`src/rtl/mem_lsu_pkg.sv`:
```
// Shared definitions for the MEM-stage load/store unit: bus widths,
// access-size encodings, FSM states and size-derived mask helpers.
package mem_lsu_pkg;

  localparam int DATA_BUS = 64;
  localparam int ADDR_BUS = 64;

  localparam logic [1:0] MEM_SIZE_BYTE  = 2'd0;
  localparam logic [1:0] MEM_SIZE_HALF  = 2'd1;
  localparam logic [1:0] MEM_SIZE_WORD  = 2'd2;
  localparam logic [1:0] MEM_SIZE_DWORD = 2'd3;

  typedef enum logic [1:0] {
    LSU_IDLE = 2'd0,
    LSU_REQ  = 2'd1,
    LSU_RESP = 2'd2,
    LSU_DONE = 2'd3
  } lsu_state_e;

  // Low address bits that must be zero for a naturally aligned access.
  function automatic logic [2:0] size_align_mask(input logic [1:0] size);
    logic [2:0] mask;
    case (size)
      MEM_SIZE_BYTE:  mask = 3'b000;
      MEM_SIZE_HALF:  mask = 3'b001;
      MEM_SIZE_WORD:  mask = 3'b011;
      MEM_SIZE_DWORD: mask = 3'b111;
      default:        mask = 3'b111;
    endcase
    return mask;
  endfunction

  // Byte enables for an access of the given size at offset zero.
  function automatic logic [7:0] size_byte_mask(input logic [1:0] size);
    logic [7:0] mask;
    case (size)
      MEM_SIZE_BYTE:  mask = 8'h01;
      MEM_SIZE_HALF:  mask = 8'h03;
      MEM_SIZE_WORD:  mask = 8'h0F;
      MEM_SIZE_DWORD: mask = 8'hFF;
      default:        mask = 8'hFF;
    endcase
    return mask;
  endfunction

endpackage

```
`src/rtl/mem_lsu_if.sv`:
```
// Data-memory port: valid/ready request channel plus a valid-only response
// channel that also serves as the write acknowledgement.
interface mem_lsu_if
  import mem_lsu_pkg::*;
#(
  parameter int DATA_W = DATA_BUS,
  parameter int ADDR_W = ADDR_BUS
) ();

  logic              dmem_req_valid;
  logic              dmem_req_ready;
  logic              dmem_req_we;
  logic [ADDR_W-1:0] dmem_req_addr;
  logic [DATA_W-1:0] dmem_req_wdata;
  logic [7:0]        dmem_req_wmask;
  logic              dmem_resp_valid;
  logic [DATA_W-1:0] dmem_resp_rdata;

  modport master (
    output dmem_req_valid, dmem_req_we, dmem_req_addr, dmem_req_wdata, dmem_req_wmask,
    input  dmem_req_ready, dmem_resp_valid, dmem_resp_rdata
  );

  modport slave (
    input  dmem_req_valid, dmem_req_we, dmem_req_addr, dmem_req_wdata, dmem_req_wmask,
    output dmem_req_ready, dmem_resp_valid, dmem_resp_rdata
  );

endinterface

```
`src/rtl/mem_lsu_fmt.sv`:
```
// Combinational data formatting: store lane placement and byte enables,
// load lane extraction with sign or zero extension.
module mem_lsu_fmt
  import mem_lsu_pkg::*;
#(
  parameter int DATA_W = DATA_BUS
) (
  input  logic [1:0]        store_size,
  input  logic [2:0]        store_off,
  input  logic [DATA_W-1:0] store_data,
  output logic [DATA_W-1:0] wdata,
  output logic [7:0]        wmask,
  input  logic [1:0]        load_size,
  input  logic [2:0]        load_off,
  input  logic              load_unsigned,
  input  logic [DATA_W-1:0] rdata,
  output logic [DATA_W-1:0] load_data
);

  logic [DATA_W-1:0] raw_s;
  logic              sign_s;

  // Store side: shift rs2 into its byte lanes and enable only those lanes.
  always_comb begin
    wdata = store_data << {store_off, 3'b000};
    wmask = size_byte_mask(store_size) << store_off;
  end

  // Load side: bring the addressed lanes down to bit 0, then extend.
  always_comb begin
    raw_s  = rdata >> {load_off, 3'b000};
    sign_s = 1'b0;
    case (load_size)
      MEM_SIZE_BYTE: begin
        sign_s    = raw_s[7] & ~load_unsigned;
        load_data = {{(DATA_W-8){sign_s}}, raw_s[7:0]};
      end
      MEM_SIZE_HALF: begin
        sign_s    = raw_s[15] & ~load_unsigned;
        load_data = {{(DATA_W-16){sign_s}}, raw_s[15:0]};
      end
      MEM_SIZE_WORD: begin
        sign_s    = raw_s[31] & ~load_unsigned;
        load_data = {{(DATA_W-32){sign_s}}, raw_s[31:0]};
      end
      MEM_SIZE_DWORD: begin
        load_data = raw_s;
      end
      default: begin
        load_data = raw_s;
      end
    endcase
  end

endmodule

```
`src/rtl/mem_lsu.sv`:
```
// MEM-stage load/store unit: one aligned memory transaction per memory
// instruction, pipeline stall while outstanding, 1-cycle pass-through otherwise.
module mem_lsu
  import mem_lsu_pkg::*;
#(
  parameter int DATA_W = DATA_BUS,
  parameter int ADDR_W = ADDR_BUS
) (
  input  logic              clk,
  input  logic              rst,
  input  logic              in_valid,
  output logic              in_ready,
  input  logic              inst_load,
  input  logic              inst_store,
  input  logic [1:0]        mem_size,
  input  logic              load_unsigned,
  input  logic [ADDR_W-1:0] addr,
  input  logic [DATA_W-1:0] store_data,
  input  logic [DATA_W-1:0] ex_data,
  output logic              out_valid,
  output logic [DATA_W-1:0] out_data,
  output logic              out_misalign,
  mem_lsu_if.master         dmem
);

  lsu_state_e        state_r, state_nxt_s;

  logic              out_valid_r, out_misalign_r;
  logic [DATA_W-1:0] out_data_r;
  logic              req_valid_r, req_we_r;
  logic [ADDR_W-1:0] req_addr_r;
  logic [DATA_W-1:0] req_wdata_r;
  logic [7:0]        req_wmask_r;
  logic [2:0]        off_r;
  logic [1:0]        size_r;
  logic              unsigned_r;

  logic              is_mem_s, misalign_s;
  logic              accept_pass_s, accept_mis_s, accept_mem_s;
  logic              req_fire_s, resp_fire_s;
  logic [DATA_W-1:0] fmt_wdata_s, load_data_s;
  logic [7:0]        fmt_wmask_s;

  assign is_mem_s   = inst_load | inst_store;
  assign misalign_s = |(addr[2:0] & size_align_mask(mem_size));

  // Store fields come from the live EX inputs; load fields from the latched access.
  mem_lsu_fmt #(.DATA_W(DATA_W)) u_fmt (
    .store_size    (mem_size),
    .store_off     (addr[2:0]),
    .store_data    (store_data),
    .wdata         (fmt_wdata_s),
    .wmask         (fmt_wmask_s),
    .load_size     (size_r),
    .load_off      (off_r),
    .load_unsigned (unsigned_r),
    .rdata         (dmem.dmem_resp_rdata),
    .load_data     (load_data_s)
  );

  // Next-state and per-cycle event strobes.
  always_comb begin
    state_nxt_s   = state_r;
    in_ready      = 1'b0;
    accept_pass_s = 1'b0;
    accept_mis_s  = 1'b0;
    accept_mem_s  = 1'b0;
    req_fire_s    = 1'b0;
    resp_fire_s   = 1'b0;
    case (state_r)
      LSU_IDLE: begin
        in_ready = 1'b1;
        if (in_valid && !is_mem_s) begin
          accept_pass_s = 1'b1;
        end else if (in_valid && misalign_s) begin
          accept_mis_s = 1'b1;
        end else if (in_valid) begin
          accept_mem_s = 1'b1;
          state_nxt_s  = LSU_REQ;
        end else begin
          state_nxt_s = LSU_IDLE;
        end
      end
      LSU_REQ: begin
        if (dmem.dmem_req_ready) begin
          req_fire_s  = 1'b1;
          state_nxt_s = LSU_RESP;
        end else begin
          state_nxt_s = LSU_REQ;
        end
      end
      LSU_RESP: begin
        if (dmem.dmem_resp_valid) begin
          resp_fire_s = 1'b1;
          state_nxt_s = LSU_DONE;
        end else begin
          state_nxt_s = LSU_RESP;
        end
      end
      LSU_DONE: begin
        state_nxt_s = LSU_IDLE;
      end
      default: begin
        state_nxt_s = LSU_IDLE;
      end
    endcase
  end

  // FSM state register.
  always_ff @(posedge clk) begin
    if (rst) begin
      state_r <= LSU_IDLE;
    end else begin
      state_r <= state_nxt_s;
    end
  end

  // Result and request registers; out_valid is a single-cycle pulse by default-clear.
  always_ff @(posedge clk) begin
    if (rst) begin
      out_valid_r    <= 1'b0;
      out_misalign_r <= 1'b0;
      out_data_r     <= {DATA_W{1'b0}};
      req_valid_r    <= 1'b0;
      req_we_r       <= 1'b0;
      req_addr_r     <= {ADDR_W{1'b0}};
      req_wdata_r    <= {DATA_W{1'b0}};
      req_wmask_r    <= 8'h00;
      off_r          <= 3'd0;
      size_r         <= 2'd0;
      unsigned_r     <= 1'b0;
    end else begin
      out_valid_r    <= 1'b0;
      out_misalign_r <= 1'b0;
      if (accept_pass_s) begin
        out_valid_r <= 1'b1;
        out_data_r  <= ex_data;
      end else if (accept_mis_s) begin
        out_valid_r    <= 1'b1;
        out_misalign_r <= 1'b1;
        out_data_r     <= {DATA_W{1'b0}};
      end else if (accept_mem_s) begin
        req_valid_r <= 1'b1;
        req_we_r    <= inst_store;
        req_addr_r  <= {addr[ADDR_W-1:3], 3'b000};
        req_wdata_r <= inst_store ? fmt_wdata_s : {DATA_W{1'b0}};
        req_wmask_r <= inst_store ? fmt_wmask_s : 8'h00;
        off_r       <= addr[2:0];
        size_r      <= mem_size;
        unsigned_r  <= load_unsigned;
      end else if (req_fire_s) begin
        req_valid_r <= 1'b0;
      end else if (resp_fire_s) begin
        out_valid_r <= 1'b1;
        out_data_r  <= req_we_r ? {DATA_W{1'b0}} : load_data_s;
      end else begin
        req_valid_r <= req_valid_r;
      end
    end
  end

  assign out_valid           = out_valid_r;
  assign out_data            = out_data_r;
  assign out_misalign        = out_misalign_r;
  assign dmem.dmem_req_valid = req_valid_r;
  assign dmem.dmem_req_we    = req_we_r;
  assign dmem.dmem_req_addr  = req_addr_r;
  assign dmem.dmem_req_wdata = req_wdata_r;
  assign dmem.dmem_req_wmask = req_wmask_r;

endmodule

```
`src/flat_wrapper.sv`:
```
// flat-port wrapper written by rule: the top's interface ports become plain ports
module mem_lsu_flat import mem_lsu_pkg::*;
#(
  parameter int DATA_W = DATA_BUS,
  parameter int ADDR_W = ADDR_BUS
)
  (clk, rst, in_valid, in_ready, inst_load, inst_store, mem_size, load_unsigned, addr, store_data, ex_data, out_valid, out_data, out_misalign, dmem_dmem_req_valid, dmem_dmem_req_we, dmem_dmem_req_addr, dmem_dmem_req_wdata, dmem_dmem_req_wmask, dmem_dmem_req_ready, dmem_dmem_resp_valid, dmem_dmem_resp_rdata);
  mem_lsu_if #(.DATA_W(DATA_W), .ADDR_W(ADDR_W)) dmem_i ();
  input  logic clk;
  input  logic rst;
  input  logic in_valid;
  output logic in_ready;
  input  logic inst_load;
  input  logic inst_store;
  input  logic [1:0] mem_size;
  input  logic load_unsigned;
  input  logic [ADDR_W-1:0] addr;
  input  logic [DATA_W-1:0] store_data;
  input  logic [DATA_W-1:0] ex_data;
  output logic out_valid;
  output logic [DATA_W-1:0] out_data;
  output logic out_misalign;
  output wire logic [$bits(dmem_i.dmem_req_valid)-1:0] dmem_dmem_req_valid;
  output wire logic [$bits(dmem_i.dmem_req_we)-1:0] dmem_dmem_req_we;
  output wire logic [$bits(dmem_i.dmem_req_addr)-1:0] dmem_dmem_req_addr;
  output wire logic [$bits(dmem_i.dmem_req_wdata)-1:0] dmem_dmem_req_wdata;
  output wire logic [$bits(dmem_i.dmem_req_wmask)-1:0] dmem_dmem_req_wmask;
  input wire logic [$bits(dmem_i.dmem_req_ready)-1:0] dmem_dmem_req_ready;
  input wire logic [$bits(dmem_i.dmem_resp_valid)-1:0] dmem_dmem_resp_valid;
  input wire logic [$bits(dmem_i.dmem_resp_rdata)-1:0] dmem_dmem_resp_rdata;
  assign dmem_dmem_req_valid = dmem_i.dmem_req_valid;
  assign dmem_dmem_req_we = dmem_i.dmem_req_we;
  assign dmem_dmem_req_addr = dmem_i.dmem_req_addr;
  assign dmem_dmem_req_wdata = dmem_i.dmem_req_wdata;
  assign dmem_dmem_req_wmask = dmem_i.dmem_req_wmask;
  assign dmem_i.dmem_req_ready = dmem_dmem_req_ready;
  assign dmem_i.dmem_resp_valid = dmem_dmem_resp_valid;
  assign dmem_i.dmem_resp_rdata = dmem_dmem_resp_rdata;
  mem_lsu #(.DATA_W(DATA_W), .ADDR_W(ADDR_W)) u_core (.clk(clk), .rst(rst), .in_valid(in_valid), .in_ready(in_ready), .inst_load(inst_load), .inst_store(inst_store), .mem_size(mem_size), .load_unsigned(load_unsigned), .addr(addr), .store_data(store_data), .ex_data(ex_data), .out_valid(out_valid), .out_data(out_data), .out_misalign(out_misalign), .dmem(dmem_i));
endmodule
```
`config.mk`:
```
export PLATFORM = sky130hd
export DESIGN_NAME = mem_lsu_flat
export DESIGN_NICKNAME = d
export VERILOG_FILES = /design/src/rtl/mem_lsu_pkg.sv /design/src/rtl/mem_lsu_if.sv /design/src/rtl/mem_lsu_fmt.sv /design/src/rtl/mem_lsu.sv /design/src/flat_wrapper.sv
export SDC_FILE = /design/constraint.sdc
export NUM_CORES = 1
export LEC_CHECK = 0
export CAP_MARGIN = 20
export CORE_UTILIZATION = 30
export DETAILED_ROUTE_END_ITERATION = 8
export HOLD_SLACK_MARGIN = 0.12
export PLACE_DENSITY = 0.67
export SKIP_CTS_REPAIR_TIMING = 1
export SYNTH_ARGS = -nofsm -noshare
export SYNTH_HDL_FRONTEND = slang
export SYNTH_SLANG_ARGS = --single-unit
```
`constraint.sdc`:
```
create_clock -name clk -period 3.25 [get_ports clk]
set_input_delay 0.4875 -clock clk [delete_from_list [all_inputs] [get_ports clk]]
set_output_delay 0.4875 -clock clk [all_outputs]
set_load 0.02 [all_outputs]
```
* Word level (Yosys, flattened, before mapping) *
Cells that the tools add are included.

storage, ports and cells
  logic and storage cells = 89
  input port bits = 266
  output and inout bits = 205
  flip-flop bits (word level) = 209

cells by class
  shift-type cells = 3
  bitwise operators = 8
  muxes and demuxes = 39
  eq/ne operators = 13
  reduce and logical (&&, ||, !) cells = 14

operators with widths
  kind                                                    number
  2-to-1 mux 64 bit                                       7
  one-hot mux 64 bit (4 select lines)                     1
  << shifter 64 x 6 -> 64 bit                             1
  >> shifter 64 x 6 -> 64 bit                             1
  one-hot mux 8 bit (4 select lines)                      1
  2-to-1 mux 1 bit                                        24
  equality test 2 bit (second input constant)             6
  one-hot mux 3 bit (4 select lines)                      1
  AND reduction 3 bit                                     3
  2-to-1 mux 8 bit                                        1
  one-hot mux 2 bit (4 select lines)                      1
  << shifter 8 x 3 -> 8 bit                               1
  equality test 2 x 1 -> 1 bit (second input constant)    3
  logical NOT 2 bit                                       3
  2-to-1 mux 2 bit                                        3
  inequality test 3 x 1 -> 1 bit (second input constant)  2
  inequality test 2 bit (second input constant)           2
  bitwise AND 1 bit                                       3
  bitwise AND 3 bit                                       1
  NOT 1 bit                                               3
  nonzero test 3 bit                                      1
  OR reduction 3 bit                                      1
  logical AND 1 bit                                       2
  AND reduction 2 bit                                     1
  4 further kinds                                         4

* Logic depth before layout (Yosys ltp) *
  word-level depth = 11
  depth in mapped cells = 9
  mapped depth without buffers = 5

* Cells and area by module *
From an unflattened synthesis, not the netlist that was laid out.

unflattened totals
  cell total of the unflattened synthesis = 1495
  area total of the unflattened synthesis = 12959.9 µm²

by module, submodules not included
  module       times used  area an instance (µm²)  cells an instance  seq. area each (µm²)
  mem_lsu      1           8694.6                  932                4184.0
  mem_lsu_fmt  1           4265.3                  563                0.0

* Least setup slack after synthesis *
No wires, ideal clock.

  path type = input port to flip-flop
  from = input addr[1]
  to = register u_core.req_wdata_r[59] (netlist: u_core.dmem.dmem_req_wdata[59])
  cell stages on the path = 7
  setup slack = 0.834 ns
  arrival = 2.288 ns
  required time = 3.122 ns
  setup time = 0.128 ns
  buffers on the path = 3
  cell sequence = clkbuf_1 buf_1 buf_1 mux2_2 mux4_2 a22oi_1 nor2_1

between the ends
  longest elaborated chain between the ends = 8
  elaborated cells on any way between the ends = 13
  classes of those cells = shift: 1; mux: 7; bitwise: 2; reduce/logical: 3

RTL lines
  item                                  RTL line            source
  from (decl)                           flat_wrapper.sv:17  input logic [ADDR_W-1:0] addr;
  bitwise AND 3 bit                     mem_lsu.sv:45       assign misalign_s = |(addr[2:0] & size_align_mask(mem_size));
  OR reduction 3 bit                    mem_lsu.sv:45
  logical AND 1 bit                     mem_lsu.sv:75       end else if (in_valid && misalign_s) begin
  2-to-1 mux 1 bit                      mem_lsu.sv:75
  2-to-1 mux 1 bit                      mem_lsu.sv:73       if (in_valid && !is_mem_s) begin
  2-to-1 mux 1 bit                      mem_lsu.sv:70       case (state_r)
  NOT 1 bit (no source line)            -
  AND reduction 3 bit (no source line)  -
  to (signal assigned)                  mem_lsu.sv:127      req_wdata_r <= {DATA_W{1'b0}};
  to (signal assigned)                  mem_lsu.sv:146      req_wdata_r <= inst_store ? fmt_wdata_s : {DATA_W{1'b0}};
  to (decl)                             mem_lsu.sv:32       logic [DATA_W-1:0] req_wdata_r;

Parallel ways exist; a longest one is shown, timed or not.
A chain may end at the register's enable or synchronous reset.

* Worst setup path after layout *
  from = register u_core.off_r[1]
  to = register u_core.out_data_r[25] (netlist: u_core.out_data[25])

between the ends
  longest elaborated chain between the ends = 9
  elaborated cells on any way between the ends = 10
  classes of those cells = shift: 1; mux: 7; bitwise: 2

RTL lines
  item                                   RTL line                              source
  from (decl)                            mem_lsu.sv:34                         logic [2:0] off_r;
  from (signal assigned)                 mem_lsu.sv:148                        off_r <= addr[2:0];
  >> shifter 64 x 6 -> 64 bit *          mem_lsu_fmt.sv:31                     raw_s = rdata >> {load_off, 3'b000};
  bitwise AND 1 bit (on tied branches)   mem_lsu_fmt.sv:39, mem_lsu_fmt.sv:35
  one-hot mux 64 bit (4 select lines) *  mem_lsu_fmt.sv:33                     case (load_size)
  2-to-1 mux 64 bit *                    mem_lsu.sv:155                        out_data_r <= req_we_r ? {DATA_W{1'b0}} : load_data_s;
  2-to-1 mux 64 bit *                    mem_lsu.sv:153                        end else if (resp_fire_s) begin
  2-to-1 mux 64 bit *                    mem_lsu.sv:151                        end else if (req_fire_s) begin
  2-to-1 mux 64 bit *                    mem_lsu.sv:142                        end else if (accept_mem_s) begin
  2-to-1 mux 64 bit *                    mem_lsu.sv:138                        end else if (accept_mis_s) begin
  2-to-1 mux 64 bit *                    mem_lsu.sv:135                        if (accept_pass_s) begin
  to (signal assigned)                   mem_lsu.sv:137                        out_data_r <= ex_data;
  to (signal assigned)                   mem_lsu.sv:141                        out_data_r <= {DATA_W{1'b0}};
  to (signal assigned)                   mem_lsu.sv:155
  to (decl)                              mem_lsu.sv:29                         logic [DATA_W-1:0] out_data_r;

Mark *: on every way between the ends. The rest lies on a longest branch, timed or not. The select of a mux whose other input is x is not followed.

==> results.yml <==
placed_design:
  post-dp-hpwl_um: 36200
  io_buffers: 467
  gp_congestion: 0.927
  dp_cells: 2244
drt:
  first_pass_iters: 6
  vias: 12400
  route.detailed.drc: 0
  wl_per_cell_um: 21.1
  ant_nets: 0
  drtIter0Drc: 945
  post_drt_via_cell_ratio: 5.43
  drt_wl_total_um: 48300
cts:
  clock_latency_ps: 550
  clk_path_buf_depth: 3
  clock-sinks: 209
  cts_max_level: 1
  cts_root_buffer: "clkbuf_16"
  cts_tree: "yes"
  clk_pin_slew_worst_paths_ps: 50
  numCtsBuffers: 25
critical_path:
  cp.required_ps: 3640
  rr_worst_depth: 6
  slowest_delay_ps: 580
  end_kind: "register"
  crit_top_cell: "o211ai_1"
  worstSetupPathType: "reg -> reg"
  arrival_ps: 3030
  crit_chain: "mux2i_1, o211ai_1, a31o_2, buf_4, o211ai_1, a211oi_1"
  cp_slowest_cell: "dfxtp_4"
  crit_path_start_kind: "register"
  cp_max_fo: 35
sta:
  drv_slew: 0
  rsz0062_at_grt: "false"
  skew_ps: 24.0
  max_freq_mhz: 378
  max_slew_margin_pct: 37.8
  fin_crit_ps: 2640
  tightest_slew_ps: 932
  finalSetupViolations: 0
  hold_viol_final: 0
  period_share_pct: 81.3
  tns_ps: 0
global_routing:
  grt_pass1_vias: 12000
  antenna_found_initial: 4
  grt_max_degree: 145
  grt_overflow_total: 0
  grt_pass1_wl_um: 71400
  grt_use_total_pct: 23.6
worst_hold_path:
  hp-class: "in -> reg"
  hold_path_depth: 2
run_status:
  status: "finished clean"
yosys:
  syn_inst: 1358
  synth-edff-count: 0
  synth_cell_types: 54
  ys_ff_latch: 209
  postSynth.asyncResetShare_pct: 0
  netlist_area_um2: 11500
  ys_seq_area_share_pct: 36.2
  yosysWarnings: 0
  synth_area_per_cell_um2: 8.50
  synth_flop_cell: "dfxtp_1"
power:
  p_leak_nw: 6.08
  p_clk_share_pct: 35.1
  switching_share_pct: 30.5
  power_frac_seq_pct: 36.6
  switchingPower_mw: 2.36
  combinationalPowerShare_pct: 28.2
  vdd_ir_drop_max_mv: 0.384
  p_per_area_nw_per_um2: 439
  internal-power_mw: 5.39
floorplanning:
  coreArea_um2: 37800
  dieHeight_um: 198
  io_pins: 471
  start_util_pct: 30.6
  dieArea_um2: 39300
  std_cell_rows: 71
  chipWidth_um: 198
cells_and_area:
  final_cell_mix: "463 x clkdlybuf4s50_1, 207 x dfxtp_1, 191 x nand2_1"
  drive_gt1_share_pct: 11.3
  area_growth_pct: 53.0
  nNetsFinal: 2026
  final_cells: 2287
  final_common_cell: "clkdlybuf4s50_1"
job:
  maxCapViolCount: 0
==> sequential cells by signal, summed over array words and instances (netlist names), named ones only <==
| signal | count |
|---|---|
| u_core.out_data | 64 |
| u_core.out_misalign | 1 |
| u_core.out_valid | 1 |
| u_core.dmem.dmem_req_wdata | 64 |
| u_core.dmem.dmem_req_wmask | 8 |
| u_core.dmem.dmem_req_valid | 1 |
| u_core.unsigned_r | 1 |
| u_core.state_r | 1 |
| u_core.dmem.dmem_req_we | 1 |
| u_core.size_r | 2 |
| u_core.off_r | 3 |
| u_core.dmem.dmem_req_addr | 61 |
==> cells in the mapped netlist, types with 2 or more instances <==
cell / instances / share of area, %
dfxtp_1: 209 / 36
nand2_1: 191 / 6.2
a21oi_1: 167 / 7.2
nor2_1: 105 / 3.4
clkbuf_1: 94 / 3.1
mux2i_1: 87 / 7.5
o21ai_0: 59 / 2.6
mux2_2: 58 / 5.7
a22oi_1: 43 / 2.8
a211oi_1: 40 / 2.6
o211ai_1: 37 / 2.4
mux4_2: 32 / 6.2
buf_2: 29 / 1.3
o311ai_0: 24 / 1.8
buf_1: 18 / 0.59
o22ai_1: 17 / 0.92
nor3_1: 16 / 0.69
nor2b_1: 13 / 0.70
inv_1: 12 / 0.39
nand2b_1: 9 / 0.49
a22o_1: 8 / 0.61
a32oi_1: 8 / 0.61
buf_4: 8 / 0.52
o221ai_1: 8 / 0.61
a2bb2oi_1: 7 / 0.53
o21bai_1: 7 / 0.46
o2bb2ai_1: 7 / 0.53
o32ai_1: 7 / 0.53
a21o_1: 4 / 0.26
nand3b_1: 4 / 0.26
nor3b_1: 3 / 0.20
or2_2: 3 / 0.16
nor4_1: 2 / 0.11
or3b_2: 2 / 0.15
==> cells by family after synthesis <==
kind of cell,Yosys count,share of synthesized area (%)
compound gates,454,25.4
simple gates,355,12.8
buf+inv,161,5.81
flops,209,36.2
other cells,1,0.0325
mux,178,19.6
==> final cells by class <==
type	count	area, µm²
Antenna cell	3	7.51
Inverter	12	45.0
Clock inverter	6	90.1
Multi-Input combinational cell	990	6760
Fill cell	3620	20100
Tap cell	511	639
Sequential cell	209	4190
Timing Repair Buffer	522	5250
Clock buffer	34	679
==> power by group through the flow <==
stage | registers, mW | clock network [mW] | logic [mW]
6_report | 2.84 | 2.72 | 2.19
5_1_grt | 2.85 | 2.89 | 2.33
4_1_cts | 2.84 | 2.80 | 2.18
3_5_place_dp | 2.89 | 0 | 2.17
3_3_place_gp | 2.89 | 0 | 2.15
2_1_floorplan | 3.06 | 0 | 0.937
==> path summary, 6_finish.rpt <==
kind | from | endpoint | slack, ps
setup / recovery | u_core.off_r[1] | u_core.out_data[25] | 610
hold / removal | rst | u_core.dmem.dmem_req_wmask[3] | 320
setup reg to reg | u_core.off_r[1] | u_core.out_data[25] | 610
hold reg to reg | u_core.dmem.dmem_req_addr[3] | u_core.dmem.dmem_req_addr[3] | 450
==> per-stage QoR <==
stage | total power, mW | utilization [%] | instance area (µm²) | setup WS (ps) | hold slack (ps)
6_report | 7.75 | 46.8 | 17700 | 608 | 322
5_1_grt | 8.08 | 46.8 | 17700 | 436 | 317
4_1_cts | 7.81 | 46.8 | 17700 | 633 | 302
3_5_place_dp | 5.06 | 44.7 | 16900 | 232 | 446
3_3_place_gp | 5.03 | 44.7 | 16900 | 169 | 436
2_1_floorplan | 3.99 | - | 11500 | 834 | 458
==> metal layers <==
layer	up-vias	global-route usage (%)	wire length, µm
met5	-	0	0
met2	604	39.4	22700
li1	5788	-	-
met4	0	9.42	1940
met1	5920	28.9	19300
met3	102	5.71	4310
==> worst max-delay path, delay by kind of cell (launching register included) <==
family / cells / cell delay, ps
compound gates: 4 / 1160
flops: 1 / 580
mux: 1 / 430
buf+inv: 1 / 290
Note: power is estimated with default switching activity, not from simulation.
